==> src/rtl/hazard_pkg.sv <==
// Shared types and constants for the multi-cycle hazard controller.
// Contents: FSM state enum, per-cycle action enum, maskMode encodings,
//           and a helper that sizes the wait counter from the parameters.
package hazard_pkg;

    typedef enum logic [1:0] {
        IDLE      = 2'd0,
        LOAD_WAIT = 2'd1,
        RMW_WAIT  = 2'd2,
        MD_WAIT   = 2'd3
    } state_e;

    // What the controller does to the pipeline in the current cycle.
    typedef enum logic [1:0] {
        ACT_NONE   = 2'd0,
        ACT_HOLD   = 2'd1,
        ACT_BUBBLE = 2'd2,
        ACT_REDIR  = 2'd3
    } act_e;

    localparam logic [1:0] MASK_B = 2'b00;
    localparam logic [1:0] MASK_H = 2'b01;
    localparam logic [1:0] MASK_W = 2'b10;

    // Counter width: clog2(max(LOAD_LAT, RMW_CYCLES) + 1).
    function automatic int cnt_width(input int load_lat, input int rmw_cycles);
        int m;
        m = (load_lat > rmw_cycles) ? load_lat : rmw_cycles;
        return $clog2(m + 1);
    endfunction

endpackage

==> src/rtl/hazard_perf_cnt.sv <==
// Saturating performance counter: counts cycles where i_inc is high.
// Ports: clk, rst (sync, active-high), i_inc (count enable),
//        o_count (W-bit count, sticks at all-ones).
module hazard_perf_cnt #(
    parameter int W = 32
) (
    input  logic         clk,
    input  logic         rst,
    input  logic         i_inc,
    output logic [W-1:0] o_count
);

    logic [W-1:0] r_count;

    always_ff @(posedge clk) begin
        if (rst) begin
            r_count <= '0;
        end else if (i_inc && (r_count != {W{1'b1}})) begin
            r_count <= r_count + 1'b1;
        end
    end

    assign o_count = r_count;

endmodule

==> src/rtl/hazard_ctrl_mc.sv <==
// Hazard/stall/flush controller for the 5-stage RV32 pipeline with multi-cycle waits.
// Inputs: ID source indices/uses, EX load/mem/muldiv info, MEM store mask/taken.
// Outputs: PC mux select, IF/ID and ID/EX stall/flush, EX/MEM flush, busy, stall counter.
module hazard_ctrl_mc
    import hazard_pkg::*;
#(
    parameter int REG_W      = 5,
    parameter int LOAD_LAT   = 1,
    parameter int RMW_CYCLES = 1,
    parameter int MULDIV_EN  = 1,
    parameter int PERF_W     = 32
) (
    input  logic              clk,
    input  logic              rst,
    input  logic [REG_W-1:0]  rs1,
    input  logic [REG_W-1:0]  rs2,
    input  logic              id_uses_rs1,
    input  logic              id_uses_rs2,
    input  logic              ID_EX_memRead,
    input  logic [REG_W-1:0]  ID_EX_rd,
    input  logic              ID_EX_memAccess,
    input  logic              ID_EX_muldiv,
    input  logic              muldiv_done,
    input  logic [1:0]        EX_MEM_maskMode,
    input  logic              EX_MEM_wen,
    input  logic              EX_MEM_taken,
    output logic              pcFromTaken,
    output logic              pcStall,
    output logic              IF_ID_stall,
    output logic              IF_ID_flush,
    output logic              ID_EX_stall,
    output logic              ID_EX_flush,
    output logic              EX_MEM_flush,
    output logic              busy,
    output logic [PERF_W-1:0] stall_cycles
);

    localparam int CNT_W = cnt_width(LOAD_LAT, RMW_CYCLES);
    localparam logic [CNT_W-1:0] LOAD_INIT = CNT_W'(LOAD_LAT - 1);
    localparam logic [CNT_W-1:0] RMW_INIT  = CNT_W'(RMW_CYCLES - 1);
    localparam logic [CNT_W-1:0] CNT_LAST  = CNT_W'(1);

    state_e           r_state;
    state_e           w_next;
    logic [CNT_W-1:0] r_cnt;
    logic [CNT_W-1:0] w_cnt_next;

    logic             w_lu;
    logic             w_rmw;
    logic             w_md;
    act_e             w_idle_act;
    state_e           w_idle_next;
    logic [CNT_W-1:0] w_idle_cnt;
    act_e             w_act;

    // x0 and operands the ID instruction does not read never create a hazard.
    assign w_lu  = ID_EX_memRead && (ID_EX_rd != '0) &&
                   ((id_uses_rs1 && (ID_EX_rd == rs1)) ||
                    (id_uses_rs2 && (ID_EX_rd == rs2)));
    assign w_rmw = ID_EX_memAccess && EX_MEM_wen &&
                   ((EX_MEM_maskMode == MASK_B) || (EX_MEM_maskMode == MASK_H));
    assign w_md  = (MULDIV_EN != 0) && ID_EX_muldiv && !muldiv_done;

    // Fresh evaluation from IDLE; also reused in the mul/div release cycle.
    // Priority order makes HOLD win over BUBBLE, so ID_EX_flush stays 0 then.
    always_comb begin
        w_idle_act  = ACT_NONE;
        w_idle_next = IDLE;
        w_idle_cnt  = '0;
        if (EX_MEM_taken) begin
            w_idle_act = ACT_REDIR;
        end else if (w_md) begin
            w_idle_act  = ACT_HOLD;
            w_idle_next = MD_WAIT;
        end else if (w_rmw) begin
            w_idle_act = ACT_HOLD;
            if (RMW_CYCLES > 1) begin
                w_idle_next = RMW_WAIT;
                w_idle_cnt  = RMW_INIT;
            end
        end else if (w_lu) begin
            w_idle_act = ACT_BUBBLE;
            if (LOAD_LAT > 1) begin
                w_idle_next = LOAD_WAIT;
                w_idle_cnt  = LOAD_INIT;
            end
        end
    end

    // State register
    always_ff @(posedge clk) begin
        if (rst) begin
            r_state <= IDLE;
            r_cnt   <= '0;
        end else begin
            r_state <= w_next;
            r_cnt   <= w_cnt_next;
        end
    end

    // Next-state logic; a redirect aborts any wait in progress.
    always_comb begin
        w_next     = r_state;
        w_cnt_next = r_cnt;
        if (EX_MEM_taken) begin
            w_next     = IDLE;
            w_cnt_next = '0;
        end else begin
            case (r_state)
                IDLE: begin
                    w_next     = w_idle_next;
                    w_cnt_next = w_idle_cnt;
                end
                MD_WAIT: begin
                    if (muldiv_done) begin
                        w_next     = w_idle_next;
                        w_cnt_next = w_idle_cnt;
                    end
                end
                RMW_WAIT, LOAD_WAIT: begin
                    w_cnt_next = r_cnt - 1'b1;
                    if (r_cnt == CNT_LAST) begin
                        w_next = IDLE;
                    end
                end
                default: begin
                    w_next     = IDLE;
                    w_cnt_next = '0;
                end
            endcase
        end
    end

    // Output logic
    always_comb begin
        w_act = ACT_NONE;
        if (EX_MEM_taken) begin
            w_act = ACT_REDIR;
        end else begin
            case (r_state)
                IDLE:      w_act = w_idle_act;
                MD_WAIT:   w_act = muldiv_done ? w_idle_act : ACT_HOLD;
                RMW_WAIT:  w_act = ACT_HOLD;
                LOAD_WAIT: w_act = ACT_BUBBLE;
                default:   w_act = ACT_NONE;
            endcase
        end

        pcFromTaken  = 1'b0;
        pcStall      = 1'b0;
        IF_ID_stall  = 1'b0;
        IF_ID_flush  = 1'b0;
        ID_EX_stall  = 1'b0;
        ID_EX_flush  = 1'b0;
        EX_MEM_flush = 1'b0;
        busy         = 1'b0;
        if (!rst) begin
            busy = (r_state != IDLE);
            case (w_act)
                ACT_REDIR: begin
                    pcFromTaken = 1'b1;
                    IF_ID_flush = 1'b1;
                    ID_EX_flush = 1'b1;
                end
                ACT_HOLD: begin
                    pcStall      = 1'b1;
                    IF_ID_stall  = 1'b1;
                    ID_EX_stall  = 1'b1;
                    EX_MEM_flush = 1'b1;
                end
                ACT_BUBBLE: begin
                    pcStall     = 1'b1;
                    IF_ID_stall = 1'b1;
                    ID_EX_flush = 1'b1;
                end
                default: ;
            endcase
        end
    end

    hazard_perf_cnt #(
        .W (PERF_W)
    ) u_perf_cnt (
        .clk     (clk),
        .rst     (rst),
        .i_inc   (pcStall),
        .o_count (stall_cycles)
    );

endmodule

==> config.mk <==
export PLATFORM = sky130hd
export DESIGN_NAME = hazard_ctrl_mc
export DESIGN_NICKNAME = d
export VERILOG_FILES = /design/src/rtl/hazard_pkg.sv /design/src/rtl/hazard_perf_cnt.sv /design/src/rtl/hazard_ctrl_mc.sv
export SDC_FILE = /design/constraint.sdc
export NUM_CORES = 1
export LEC_CHECK = 0
export CAP_MARGIN = 15
export CORE_MARGIN = 2
export CORE_UTILIZATION = 46
export CTS_CLUSTER_SIZE = 24
export DETAILED_ROUTE_END_ITERATION = 6
export PLACE_DENSITY = 0.81
export SLEW_MARGIN = 20
export SYNTH_ARGS = -nofsm -noshare
export SYNTH_HDL_FRONTEND = slang
export SYNTH_SLANG_ARGS = --single-unit
==> constraint.sdc <==
create_clock -name clk -period 3.7 [get_ports clk]
set_input_delay 0.925 -clock clk [delete_from_list [all_inputs] [get_ports clk]]
set_output_delay 0.925 -clock clk [all_outputs]
set_load 0.005 [all_outputs]
After elaboration in Yosys (flattened, before gate mapping)
Index checks and enable logic that the tools add are counted.
Word-level totals
  output and inout port bits: 40
  bits of input ports: 27
  word-level logic and storage cells: 58
  register bits after elaboration: 35
Operators by class
  reductions and logical operators: 20
  add/sub/neg operators: 2
  equality and inequality tests: 12
  mux-type cells: 21
Operators by type and width (count)
  $add 32x1->32 const B: 1
  $ne 32x32->1 const B: 1
  $mux 2: 8
  $eq 5x5->1: 2
  $mux 1: 10
  $eq 2x2->1 const B: 4
  $logic_and 1x1->1: 8
  $pmux 2 s4: 1
  $reduce_or 2->1: 4
  $eq 2x1->1 const B: 3
  $pmux 2 s3: 1
  $reduce_bool 5->1: 1
  $logic_not 2->1: 2
  $ne 2x2->1 const B: 2
  $pmux 1 s3: 1
  $logic_or 1x1->1: 2
  $reduce_and 2->1: 1
  $reduce_bool 2->1: 1
  $logic_not 1->1: 1
  $sub 1x1->1 const B: 1

Logic depth before layout (Yosys ltp)
  word-level depth: 15
  gate-level depth with buffers: 14
  mapped depth without buffers: 12

Modules after synthesis
A second synthesis with hierarchy kept.
Second synthesis, totals
  cell total of the unflattened synthesis: 238
  area total of the unflattened synthesis: 1960.6 µm²
Modules (own cells, without submodules)
  hazard_perf_cnt: instances 1, seq. area each 640.6 µm², area an instance 1674.1 µm², cells an instance 199
  hazard_ctrl_mc: instances 1, seq. area each 20.0 µm², area an instance 286.5 µm², cells an instance 39

Worst setup path after synthesis
Ideal clock, no wire load.
  kind: input-to-output
  start point: in ID_EX_rd[1]
  end point: out pcStall
  stages on the path: 9
  arrival: 2648 ps
  path slack: 127 ps
  path buffers: 2
  cell sequence: or4_1 > o21ai_0 > a211o_1 > nand2b_1 > ha_1 > or2_1 > clkbuf_1 > inv_2 > buf_4
On the way
  longest elaborated chain between the ends: 14
  elaborated cells on any way between the ends: 19
  those cells by class: 4 x eq/ne; 8 x mux; 7 x reduce/logical
RTL lines
  start: declaration: RTL line hazard_ctrl_mc.sv:20  | input logic [REG_W-1:0] ID_EX_rd,
  $eq 5x5->1, on equally long branches: RTL line hazard_ctrl_mc.sv:58, hazard_ctrl_mc.sv:59
  $logic_and 1x1->1, on equally long branches: RTL line hazard_ctrl_mc.sv:58, hazard_ctrl_mc.sv:59
  $logic_or 1x1->1: RTL line hazard_ctrl_mc.sv:58  | ((id_uses_rs1 && (ID_EX_rd == rs1)) ||
  $logic_and 1x1->1 (*): RTL line hazard_ctrl_mc.sv:57  | assign w_lu = ID_EX_memRead && (ID_EX_rd != '0) &&
  $mux 2 (*): RTL line hazard_ctrl_mc.sv:81  | end else if (w_lu) begin
  $mux 2 (*): RTL line hazard_ctrl_mc.sv:75  | end else if (w_rmw) begin
  $mux 2 (*): RTL line hazard_ctrl_mc.sv:72  | end else if (w_md) begin
  $mux 2: RTL line hazard_ctrl_mc.sv:142  | MD_WAIT: w_act = muldiv_done ? w_idle_act : ACT_HOLD;
  $pmux 2 s4 (*): RTL line hazard_ctrl_mc.sv:140  | case (r_state)
  $mux 2 (*): RTL line hazard_ctrl_mc.sv:137  | if (EX_MEM_taken) begin
  $eq 2x1->1 / $eq 2x2->1 (equally long branches)
  $reduce_or 2->1 (no source line) (*)
  $mux 1 (*) (2 in series)
  end: declaration: RTL line hazard_ctrl_mc.sv:28  | output logic pcStall,
Mark *: on every way between the ends. The rest lies on a longest branch, timed or not.

Worst setup path in the final report
  start point: in rs2[3]
  end point: out IF_ID_stall
On the way
  longest elaborated chain between the ends: 14
  elaborated cells on any way between the ends: 15
  those cells by class: 3 x eq/ne; 8 x mux; 4 x reduce/logical
RTL lines
  start: declaration: RTL line hazard_ctrl_mc.sv:16  | input logic [REG_W-1:0] rs2,
  $eq 5x5->1 (*): RTL line hazard_ctrl_mc.sv:59  | (id_uses_rs2 && (ID_EX_rd == rs2)));
  $logic_and 1x1->1 (*): RTL line hazard_ctrl_mc.sv:59
  $logic_or 1x1->1 (*): RTL line hazard_ctrl_mc.sv:58
  $logic_and 1x1->1 (*): RTL line hazard_ctrl_mc.sv:57
  $mux 2 (*): RTL line hazard_ctrl_mc.sv:81
  $mux 2 (*): RTL line hazard_ctrl_mc.sv:75
  $mux 2 (*): RTL line hazard_ctrl_mc.sv:72
  $mux 2: RTL line hazard_ctrl_mc.sv:142
  $pmux 2 s4 (*): RTL line hazard_ctrl_mc.sv:140
  $mux 2 (*): RTL line hazard_ctrl_mc.sv:137
  $eq 2x1->1 / $eq 2x2->1 (equally long branches): RTL line hazard_ctrl_mc.sv:159  | case (w_act)
  $reduce_or 2->1 (no source line) (*)
  $mux 1 (*): RTL line hazard_ctrl_mc.sv:159
  $mux 1 (*): RTL line hazard_ctrl_mc.sv:157  | if (!rst) begin
  end: declaration: RTL line hazard_ctrl_mc.sv:29  | output logic IF_ID_stall,
Marked as above.

==> results.sh <==
export IMPL_outcome="finished clean"
export IMPL_yosysWarnings=0
export IMPL_synth_seq_cells=33
export IMPL_gr_total_overflow=0
export IMPL_die_x_microns=69.9
export IMPL_finalHoldViolations=0
export IMPL_core_rowCount=23
export IMPL_setup_ws_ns=0.0213
export IMPL_place_congestion=0.807
export IMPL_core_sq_um=4090
export IMPL_setup_violations=0
export IMPL_die_area_sq_um=4880
export IMPL_skew_ns=0.00530
export IMPL_grt_use_total_pct=21.8
export IMPL_cp_slowest_stage_delay_ns=0.31
export IMPL_cp_required_ns=2.77
export IMPL_grt_max_degree=24
export IMPL_p_per_area_nw_per_um2=254
export IMPL_io_pins=67
export IMPL_slew_violations=0
export IMPL_fin_area_sq_um=2810
export IMPL_cts_sinks=33
export IMPL_power_w=0.000714
export IMPL_drt_initial_drc_count=97
export IMPL_tritoncts="built"
export IMPL_synth_ff_type="dfxtp_1"
export IMPL_synthesis_instances=242
export IMPL_ys_types=44
export IMPL_routedWlPerCell_microns=14.1
export IMPL_yosysSeqAreaShare_pct=33.1
export IMPL_setup_worst_path_class="primary input to output pin"
export IMPL_maxSlewHeadroom_pct=50.0
export IMPL_nets=348
export IMPL_regArea_sq_um=661
export IMPL_fill_cells=362
export IMPL_antennaDiodeCount=0
export IMPL_fmax_mhz=272
export IMPL_cp_end_kind="output pin"
export IMPL_start_kind="primary input"
export IMPL_rsz0062_at_grt="yes"
export IMPL_syn_to_final_growth_pct=40.9
export IMPL_placed_cell_area_sq_um=2750
export IMPL_cts_max_level=2
export IMPL_syn_avg_cell_area_sq_um=8.25
export IMPL_antenna_left=0
export IMPL_viasPerCell=5.72
export IMPL_grt_pass1_vias=1914
export IMPL_syn_num_nets=273
export IMPL_drive_above_1_share_pct=15.5
export IMPL_crit_fanout=2
export IMPL_cts_buffer_depth=2
export IMPL_p_leak_nw=0.973
export IMPL_clkLatencyLatePin_ns=0.29
export IMPL_pre_cts_ws_ns=-0.757
export IMPL_period_needed_ns=3.68
export IMPL_drv_cap=0
export IMPL_holdBufCountCts=0
export IMPL_layout_commonest_cell="clkdlybuf4s50_1"
export IMPL_mostFrequentLayoutCells="clkdlybuf4s50_1 (44), dfxtp_1 (33), a21oi_1 (18), nor2_1 (16)"
export IMPL_multiInputGateArea_sq_um=1260
export IMPL_tightestPinTransition_ns=0.746
export IMPL_path_cells="buf_2 > xor2_1 > nor4_1 > nand3_1 > a211o_1 > nand2b_1 > ha_1 > or2_1 > inv_2 > buf_6 > buf_6"
export IMPL_cts_root_buf="clkbuf_8"
export IMPL_antenna_found_initial=0
export IMPL_dr_total_vias=2093
export IMPL_hp_class="flip-flop to flip-flop"
export IMPL_cts_buffers=5
export IMPL_cp_slowest_cell="nor4_1"
export IMPL_worst_ep_arrival_time_ns=2.75
export IMPL_tns_ns=0
export IMPL_final_util_pct=68.8
export IMPL_ir_drop_mv=0.151
export IMPL_place_hpwl_mm=3.87
export IMPL_clkTransAtPathRegs_ns=0.06
export IMPL_crit_top_cell="buf_6"
export IMPL_period_share_pct=99.4
export IMPL_drc=0
export IMPL_wl_mm=5.17
export IMPL_start_util_pct=48.9
export IMPL_grt_pass1_wl_mm=8.80
export IMPL_synth_edf_count=0
export IMPL_async_flop_share_pct=0
export IMPL_portBuffers=65
export IMPL_syn_area_sq_um=2000
export IMPL_die_h_microns=69.9
export IMPL_first_pass_iters=4
[area by class of cell]
class,instances,share of cell area (%)
timing repair buffer,81,26.0
clock buffer,5,2.45
multi-input combinational,190,44.8
sequential,33,23.5
clock inverter,1,0.178
tap,50,2.22
inverter,6,0.801
[metal layers]
| metal | vias up | GRT usage (%) | share of wire [%] |
|---|---|---|---|
| li1 | 1049 | - | - |
| met1 | 960 | 27.6 | 44 |
| met2 | 80 | 35.8 | 47 |
| met3 | 4 | 6.78 | 8.2 |
| met4 | 0 | 5.77 | 1.2 |
| met5 | - | 0 | 0 |
[registers in the layout (all words and copies together), names as in the netlist]
register / cells
u_perf_cnt.o_count: 32
r_state: 1
[worst paths after layout]
path | from | to | slack [ns] | cells past startpoint
worst max register to register | r_state[0] | u_perf_cnt.o_count[27] | 0.98 | 13
worst max-delay path | rs2[3] | IF_ID_stall | 0.02 | 11
worst min-delay path | u_perf_cnt.o_count[21] | u_perf_cnt.o_count[21] | 0.52 | 2
worst min register to register | u_perf_cnt.o_count[21] | u_perf_cnt.o_count[21] | 0.52 | 2
[through the flow]
stage	instances	hold WS, ns
after global placement	358	0.492
after detailed placement	358	0.511
final	366	0.516
after CTS	366	0.519
after floorplan	242	0.487
after global routing	366	0.554
[critical path: cells and delay by family]
family,cells,cell delay (ns)
buffers and inverters,4,0.38
AOI/OAI and AO/OA,1,0.28
adders and majority gates,1,0.25
and+or+nand+nor,4,0.78
xor gates and xnor gates,1,0.15
[cell usage after synthesis (3+ instances only)]
| cell type | number | area (sq um) |
|---|---|---|
| a21oi_1 | 18 | 90.1 |
| and4_1 | 5 | 43.8 |
| buf_4 | 3 | 22.5 |
| clkbuf_1 | 6 | 22.5 |
| dfxtp_1 | 33 | 661 |
| ha_1 | 4 | 50.1 |
| inv_1 | 5 | 18.8 |
| nand2_1 | 15 | 56.3 |
| nand3_1 | 10 | 50.1 |
| nand4_1 | 9 | 56.3 |
| nor2_1 | 16 | 60.1 |
| nor2b_1 | 8 | 50.1 |
| nor3_1 | 5 | 25.0 |
| nor4_1 | 10 | 62.6 |
| o21ai_0 | 10 | 50.1 |
| o31ai_1 | 11 | 82.6 |
| or2_1 | 4 | 25.0 |
| or3_1 | 11 | 68.8 |
| or4_1 | 11 | 82.6 |
| xnor2_1 | 7 | 61.3 |
| xor2_1 | 10 | 87.6 |
[repair_timing]
action,4_1_cts,5_1_grt
resized for setup,72,4
setup buffers,2,0
gates cloned,0,0
setup endpoints to repair,19,12
pin swaps,15,0
[kinds of logic after synthesis]
| group | share of synthesized area [%] |
|---|---|
| and+or+nand+nor | 36.2 |
| AOI/OAI and AO/OA | 14.5 |
| DFF | 33.1 |
| buffers and inverters | 4.64 |
| xor gates and xnor gates | 7.46 |
| adders and majority gates | 2.51 |
| muxes | 1.69 |
[power breakdown]
| part | switching [W] | leakage, nW | internal, W |
|---|---|---|---|
| clock network | 0.000125 | 0.0399 | 0.000124 |
| logic | 0.0000448 | 0.667 | 0.0000568 |
| registers | 0.00000438 | 0.266 | 0.000359 |
| total | 0.000175 | 0.973 | 0.000539 |
Note: power is estimated with default switching activity, not from simulation.
